<file path="src/rtl/demux_word_collector.sv">
// Collects the four serial channels of a 1-to-4 bit demultiplexer into parallel words,
// buffers one completed word per channel, and drains them round-robin through a valid/ready port.
module demux_word_collector #(
   parameter int WIDTH = 8
) (
   input  logic             clk,
   input  logic             rst_n,
   input  logic             bit_vld,
   input  logic             s0,
   input  logic             s1,
   input  logic             y0,
   input  logic             y1,
   input  logic             y2,
   input  logic             y3,
   output logic             out_valid,
   input  logic             out_ready,
   output logic [WIDTH-1:0] out_data,
   output logic [1:0]       out_chan,
   output logic [3:0]       overflow
);

   localparam int CW = $clog2(WIDTH);
   localparam logic [CW-1:0] LAST_BIT = CW'(WIDTH - 1);

   // Per-channel assembly and hold storage
   logic [WIDTH-1:0] sr_reg   [4];
   logic [CW-1:0]    cnt_reg  [4];
   logic [WIDTH-1:0] hbuf_reg [4];
   logic [3:0]       hold_reg;
   logic [3:0]       overflow_reg;
   logic [1:0]       ptr_reg;

   // Output register
   logic             out_valid_reg;
   logic [WIDTH-1:0] out_data_reg;
   logic [1:0]       out_chan_reg;

   // Capture decode
   logic [1:0]       cap_chan;
   logic             cap_bit;
   logic [3:0]       y_vec;
   logic [3:0]       cap_vec;
   logic [3:0]       done_vec;
   logic [WIDTH-1:0] word_arr [4];

   // Arbitration
   logic [1:0]       win;
   logic             found;
   logic             load;
   logic [3:0]       drain;
   logic [1:0]       idx;

   assign y_vec    = {y3, y2, y1, y0};
   assign cap_chan = {s0, s1};
   assign cap_bit  = y_vec[cap_chan];

   generate
      for (genvar gi = 0; gi < 4; gi++) begin : g_chan
         assign cap_vec[gi]  = bit_vld && (cap_chan == 2'(gi));
         assign done_vec[gi] = cap_vec[gi] && (cnt_reg[gi] == LAST_BIT);
         // LSB-first shift: the newest bit enters at the top
         assign word_arr[gi] = {cap_bit, sr_reg[gi][WIDTH-1:1]};
      end
   endgenerate

   // Round-robin winner: first held word at or after ptr_reg
   always_comb begin
      win   = ptr_reg;
      found = 1'b0;
      idx   = ptr_reg;
      for (int i = 0; i < 4; i++) begin
         idx = ptr_reg + 2'(i);
         if (!found && hold_reg[idx]) begin
            found = 1'b1;
            win   = idx;
         end
      end
      load  = (!out_valid_reg || out_ready) && found;
      drain = 4'b0;
      if (load) begin
         drain[win] = 1'b1;
      end
   end

   always_ff @(posedge clk) begin
      if (!rst_n) begin
         for (int i = 0; i < 4; i++) begin
            sr_reg[i]   <= '0;
            cnt_reg[i]  <= '0;
            hbuf_reg[i] <= '0;
         end
         hold_reg     <= 4'b0;
         overflow_reg <= 4'b0;
      end else begin
         for (int i = 0; i < 4; i++) begin
            if (cap_vec[i]) begin
               sr_reg[i]  <= word_arr[i];
               cnt_reg[i] <= done_vec[i] ? '0 : cnt_reg[i] + 1'b1;
            end
            // A hold slot being drained this edge can accept the new word directly
            if (done_vec[i] && (!hold_reg[i] || drain[i])) begin
               hbuf_reg[i] <= word_arr[i];
               hold_reg[i] <= 1'b1;
            end else begin
               if (done_vec[i]) begin
                  overflow_reg[i] <= 1'b1;
               end
               if (drain[i]) begin
                  hold_reg[i] <= 1'b0;
               end
            end
         end
      end
   end

   always_ff @(posedge clk) begin
      if (!rst_n) begin
         out_valid_reg <= 1'b0;
         out_data_reg  <= '0;
         out_chan_reg  <= 2'd0;
         ptr_reg       <= 2'd0;
      end else if (load) begin
         out_valid_reg <= 1'b1;
         out_data_reg  <= hbuf_reg[win];
         out_chan_reg  <= win;
         ptr_reg       <= win + 2'd1;
      end else if (out_ready) begin
         out_valid_reg <= 1'b0;
      end
   end

   assign out_valid = out_valid_reg;
   assign out_data  = out_data_reg;
   assign out_chan  = out_chan_reg;
   assign overflow  = overflow_reg;

endmodule

</file>
<file path="config.mk">
export PLATFORM = sky130hd
export DESIGN_NAME = demux_word_collector
export DESIGN_NICKNAME = d
export VERILOG_FILES = /design/src/rtl/demux_word_collector.sv
export SDC_FILE = /design/constraint.sdc
export NUM_CORES = 1
export LEC_CHECK = 0
export ABC_AREA = 1
export BUFFER_PORTS_ARGS = -buffer_cell sky130_fd_sc_hd__buf_2
export CORE_MARGIN = 3
export CORE_UTILIZATION = 33
export CTS_CLUSTER_SIZE = 12
export DETAILED_ROUTE_END_ITERATION = 7
export PLACE_DENSITY = 0.56
export SYNTH_ARGS = -nofsm -noshare
export SYNTH_HDL_FRONTEND = slang
export SYNTH_SLANG_ARGS = --single-unit
</file>
<file path="constraint.sdc">
create_clock -name clk -period 5.8 [get_ports clk]
set_input_delay 0.29 -clock clk [delete_from_list [all_inputs] [get_ports clk]]
set_output_delay 0.29 -clock clk [all_outputs]
set_load 0.02 [all_outputs]
</file>
After elaboration in Yosys (flattened, before gate mapping)

Memories as Yosys holds them, arrays and structs flattened. A register that Yosys moved wholly into a read port is not among the register bits.
Index checks and enable logic that the tools add are counted.
W data, S select, Z words.

Bits of input ports: 10
Flip-flop bits (word level): 13
Memories: 3
Memory bits (writable): 76

Memory list:

| memory   | depth | width | read ports | clocked after Yosys merged registers in | write ports | line | source |
|---|---|---|---|---|---|---|---|
| hbuf_reg | 4     | 8     | 1          | 1                                       | 4           | 28   | `logic [WIDTH-1:0] hbuf_reg [4];` |
| sr_reg   | 4     | 8     | 4          | 0                                       | 4           | 26   | `logic [WIDTH-1:0] sr_reg [4];` |
| cnt_reg  | 4     | 3     | 4          | 0                                       | 4           | 27   | `logic [CW-1:0] cnt_reg [4];` |

Order comparisons: 7
Equal/unequal tests: 7
Add/subtract/negate cells: 8
Bitwise operators: 16
Multiplexer cells: 71
Reduce and logical (&&, ||, !) cells: 41

Operators by type and width:

| operator              | count |
|---|---|
| $mux W8               | 8 |
| $mux W1               | 45 |
| $mux W3               | 8 |
| $lt A2 B3 Y1 const B  | 6 |
| $logic_and A1 B1 Y1   | 17 |
| $add A3 B1 Y3 const B | 4 |
| $eq A3 B3 Y1 const B  | 4 |
| $or A1 B1 Y1          | 12 |
| $bmux W1 S2           | 5 |
| $reduce_bool A2 Y1    | 5 |
| $logic_not A1 Y1      | 9 |
| $reduce_and A2 Y1     | 4 |
| $mux W2               | 3 |
| $logic_or A1 B1 Y1    | 5 |
| $add A2 B1 Y2 const B | 2 |
| $add A2 B2 Y2 const B | 2 |
| $eq A2 B2 Y1 const B  | 2 |
| $mux W4               | 1 |
| $not A1 Y1            | 4 |
| $demux W1 S2          | 1 |
| $eq A2 B1 Y1 const B  | 1 |
| $ge A2 B1 Y1 const B  | 1 |
| $logic_not A2 Y1      | 1 |

Logic depth before layout (Yosys ltp)

Word-level depth: 23
Mapped depth: 17

Worst setup path after synthesis

Ideal clock, no wire load.

Kind: reg-to-reg
Start point: register ptr_reg[1]
End point: memory hbuf_reg[1][0] (enable)
Arrival time: 1740 ps
Slack: 3731 ps
Stages on the path, launching flop included: 15
Required time: 5471 ps
Library setup time: 329 ps
Path buffers: 1
Cell sequence: dfxtp_1 > buf_4 > inv_4 > nand2_1 > nand2_1 > nand2_1 > nand2_1 > nand4_4 > nand2_2 > nand2_4 > nor2_4 > nand2_2 > nand2_2 > nand2_1 > nand2_1

RTL lines:

| element                | line | source |
|---|---|---|
| start, declared        | 31   | `logic [1:0] ptr_reg;` |
| start signal, assigned | 126  | `ptr_reg <= win + 2'd1;` |
| end, declared          | 28   |  |

==> flow_metrics.py <==
metrics = {
    "critical_path": {
        "critPathLaunch": "ptr_reg[0]$_SDFFE_PN0P_",
        "start_kind": "register",
        "path_max_fanout": 14,
        "r2r-end": "hbuf_reg[1][2]$_SDFFCE_PN0P_",
        "r2r-start": "ptr_reg[0]$_SDFFE_PN0P_",
        "path_class": "register to register",
        "ff2ff_setup_slack_ps": 3100,
        "required_ps": 5820,
        "cp-end-kind": "register",
        "reg2reg_depth": 13,
        "arrival_ps": 2720,
    },
    "timing": {
        "min_period_ps": 2700,
        "rsz0062_at_grt": "no",
        "fmax_mhz": 370,
        "slew-limit-headroom_pct": 46.5,
        "setup_viol": 0,
        "timing.final.crit_share_pct": 46.6,
        "skew_ps": 8.53,
        "finalHoldViolations": 0,
        "tightest_slew_ps": 801,
        "finalMaxSlewViolations": 0,
        "setup-tns-final_ps": 0,
        "hold-worst-slack_ps": 330,
    },
    "die": {
        "initial_core_util_pct": 33.9,
        "core_area_um2": 13300,
        "top_level_ports": 25,
        "dieArea_um2": 15100,
        "die_w_um": 123,
        "rows": 42,
        "fp.dieH_um": 123,
    },
    "synthesis": {
        "avgSynthCellArea_um2": 9.23,
        "async_reset_ff_share_pct": 0,
        "seq_area_frac_synth_pct": 57.1,
        "synth_cell_type_count": 31,
        "ys_top_cells_by_area": "edfxtp_1, nand2_1, dfxtp_1",
        "syn_nets": 508,
        "synth_edf_count": 72,
        "yosys.area.top_type": "edfxtp_1",
        "netlist_instances": 490,
        "ys_ff_latch": 93,
        "ys_warn_count": 0,
        "synth_top_flop_cell": "edfxtp_1",
        "synth_top_area_share_pct": 47.8,
        "syn_area_um2": 4520,
    },
    "cts": {
        "cts_tree": "built",
        "worstSkewPairLatency_ps": 340,
        "cts_buffers": 9,
        "ctsHoldBuffers": 0,
        "clock_path_buffers": 2,
        "cts_resized": 0,
        "htree_levels": 3,
        "clk_pin_slew_ps": 60,
        "cts.sinks": 93,
        "post-cts-setup-buffer-count": 0,
        "clockRootBuffer": "clkbuf_16",
    },
    "cells_and_area": {
        "layout-drive-gt1-share_pct": 19.7,
        "fin_nets": 535,
        "largest_reg_flops": 32,
        "num-fill-cells": 1371,
        "n_antenna_cell": 0,
        "area_delta_synth_final_pct": 12.7,
        "final_util_pct": 38.2,
        "final_area_um2": 5100,
    },
    "drt": {
        "drt_first_iter_violations": 227,
        "ant_nets": 0,
        "drc_errors": 0,
        "wire_per_inst_um": 13.0,
        "dr_total_vias": 3132,
        "first_pass_iters": 4,
        "viasPerCell": 4.49,
        "wirelength_mm": 9.04,
    },
    "power_and_ir_drop": {
        "powerDensity_nw_per_um2": 330,
        "p_leak_nw": 2.16,
        "total_power_w": 0.00168,
        "ir_drop_mv": 0.154,
    },
    "hold_path": {
        "min-delay-start": "out_ready",
        "holdCritPathClass": "primary input to register",
        "worstHoldPathCells": 6,
        "whs_endpoint": "out_valid$_SDFFE_PN0P_",
    },
    "flow_run": {
        "maxCapViolCount": 0,
    },
    "global_route": {
        "use_met1_pct": 17.0,
        "grt_pass1_wl_mm": 14.8,
        "grt_start_max_net_pins": 21,
        "antenna_found_initial": 0,
        "grt_busiest_layer": "met2",
        "first_global_vias": 2983,
        "grt_usage_pct": 12.9,
        "overflow": 0,
        "grt.met3_usage_pct": 2.88,
        "grtUsageMet2_pct": 19.7,
    },
    "status": {
        "status": "completed",
    },
    "placed_design": {
        "placed_area_um2": 4810,
        "gp_congestion": 0.849,
        "dpl.hpwl_mm": 6.72,
        "io_buffers": 24,
    },
}
[cell usage in the layout (no fill, tap or decap), drive strengths merged]
cell,instances
nand2,142
nor2,101
edfxtp,72
inv,67
nand3,36
buf,26
dfxtp,21
clkbuf,14
a21oi,9
ha,8
o21ai,7
nor3,5
nor3b,4
nand4,3
or2,1
o211ai,1
a31o,1
a31oi,1
a211oi,1
clkinv,1
bufinv,1
[area by class of cell]
class                   count  area (um^2)  share of cell area (%)
clock buffers              14          254                    4.98
clock inverters             2         35.0                   0.687
inverters                  67          254                    4.98
multi-input cells         320         1620                    31.7
flip-flops and latches     93         2580                    50.7
well taps                 176          220                    4.32
repair buffers             26          135                    2.65
[cells in the mapped netlist (2+ instances only)]
cell,n
edfxtp_1,72
ha_1,8
nand2_4,3
nor2_1,66
nor2_4,2
buf_4,4
nor3b_1,4
nand2_2,16
nand3_2,2
dfxtp_1,21
clkbuf_1,3
o21ai_0,2
nor3_1,5
a21oi_1,9
nand3_4,4
inv_1,65
buf_6,2
nand3_1,30
nand4_1,2
nand2_1,123
nor2_2,33
o21ai_1,5
[logic make-up (layout without fill, tap and decap cells)]
| group | Yosys count | in the layout | share of synthesized area, % |
|---|---|---|---|
| adder cells (fa/ha/maj) | 8 | 8 | 2.21 |
| flip-flops | 93 | 93 | 57.1 |
| buffers and inverters | 77 | 109 | 7.14 |
| AO/OA/AOI/OAI | 20 | 20 | 2.43 |
| AND/OR/NAND/NOR | 292 | 292 | 31.1 |
[power by group]
group	switching, W	total [W]	internal (W)
Combinational	0.000225	0.000314	0.0000890
Clock	0.000236	0.000582	0.000346
Sequential	0.0000269	0.000787	0.000760
[routing by layer]
layer	vias up	routed length, um
li1	1622	-
met1	1442	4400
met2	48	4040
met3	20	320
met4	0	272
met5	-	0
[how the worst max path moves through the flow]
stage,to,slack [ps]
3_5_place_dp,hbuf_reg[1][1]$_SDFFCE_PN0P_,3100
3_3_place_gp,hbuf_reg[1][4]$_SDFFCE_PN0P_,3220
6_report,hbuf_reg[1][2]$_SDFFCE_PN0P_,3100
4_1_cts,hbuf_reg[1][2]$_SDFFCE_PN0P_,3100
5_1_grt,hbuf_reg[2][7]$_SDFFCE_PN0P_,2790
2_1_floorplan,hbuf_reg[1][0]$_SDFFCE_PN0P_,3730
[per-stage QoR]
| step | worst slack (ps) | std cells |
|---|---|---|
| floorplan | 3730 | 490 |
| finish | 3100 | 698 |
| CTS | 3100 | 698 |
| global placement | 3220 | 682 |
| detailed placement | 3100 | 682 |
| global route | 2790 | 698 |
[worst max-delay path, stage by stage, from the launching register on]
cell and delay, ps:
dfxtp_1 610, inv_2 220, nand2_1 100, nand2_1 120, nand2_1 100, nand2_2 100
nor2_2 140, nand4_1 220, nand2_4 260, nor2_4 60, nand2_2 90, nand2_2 80
nand2_1 70, nand2_1 190
(Power assumes the default switching activity.)
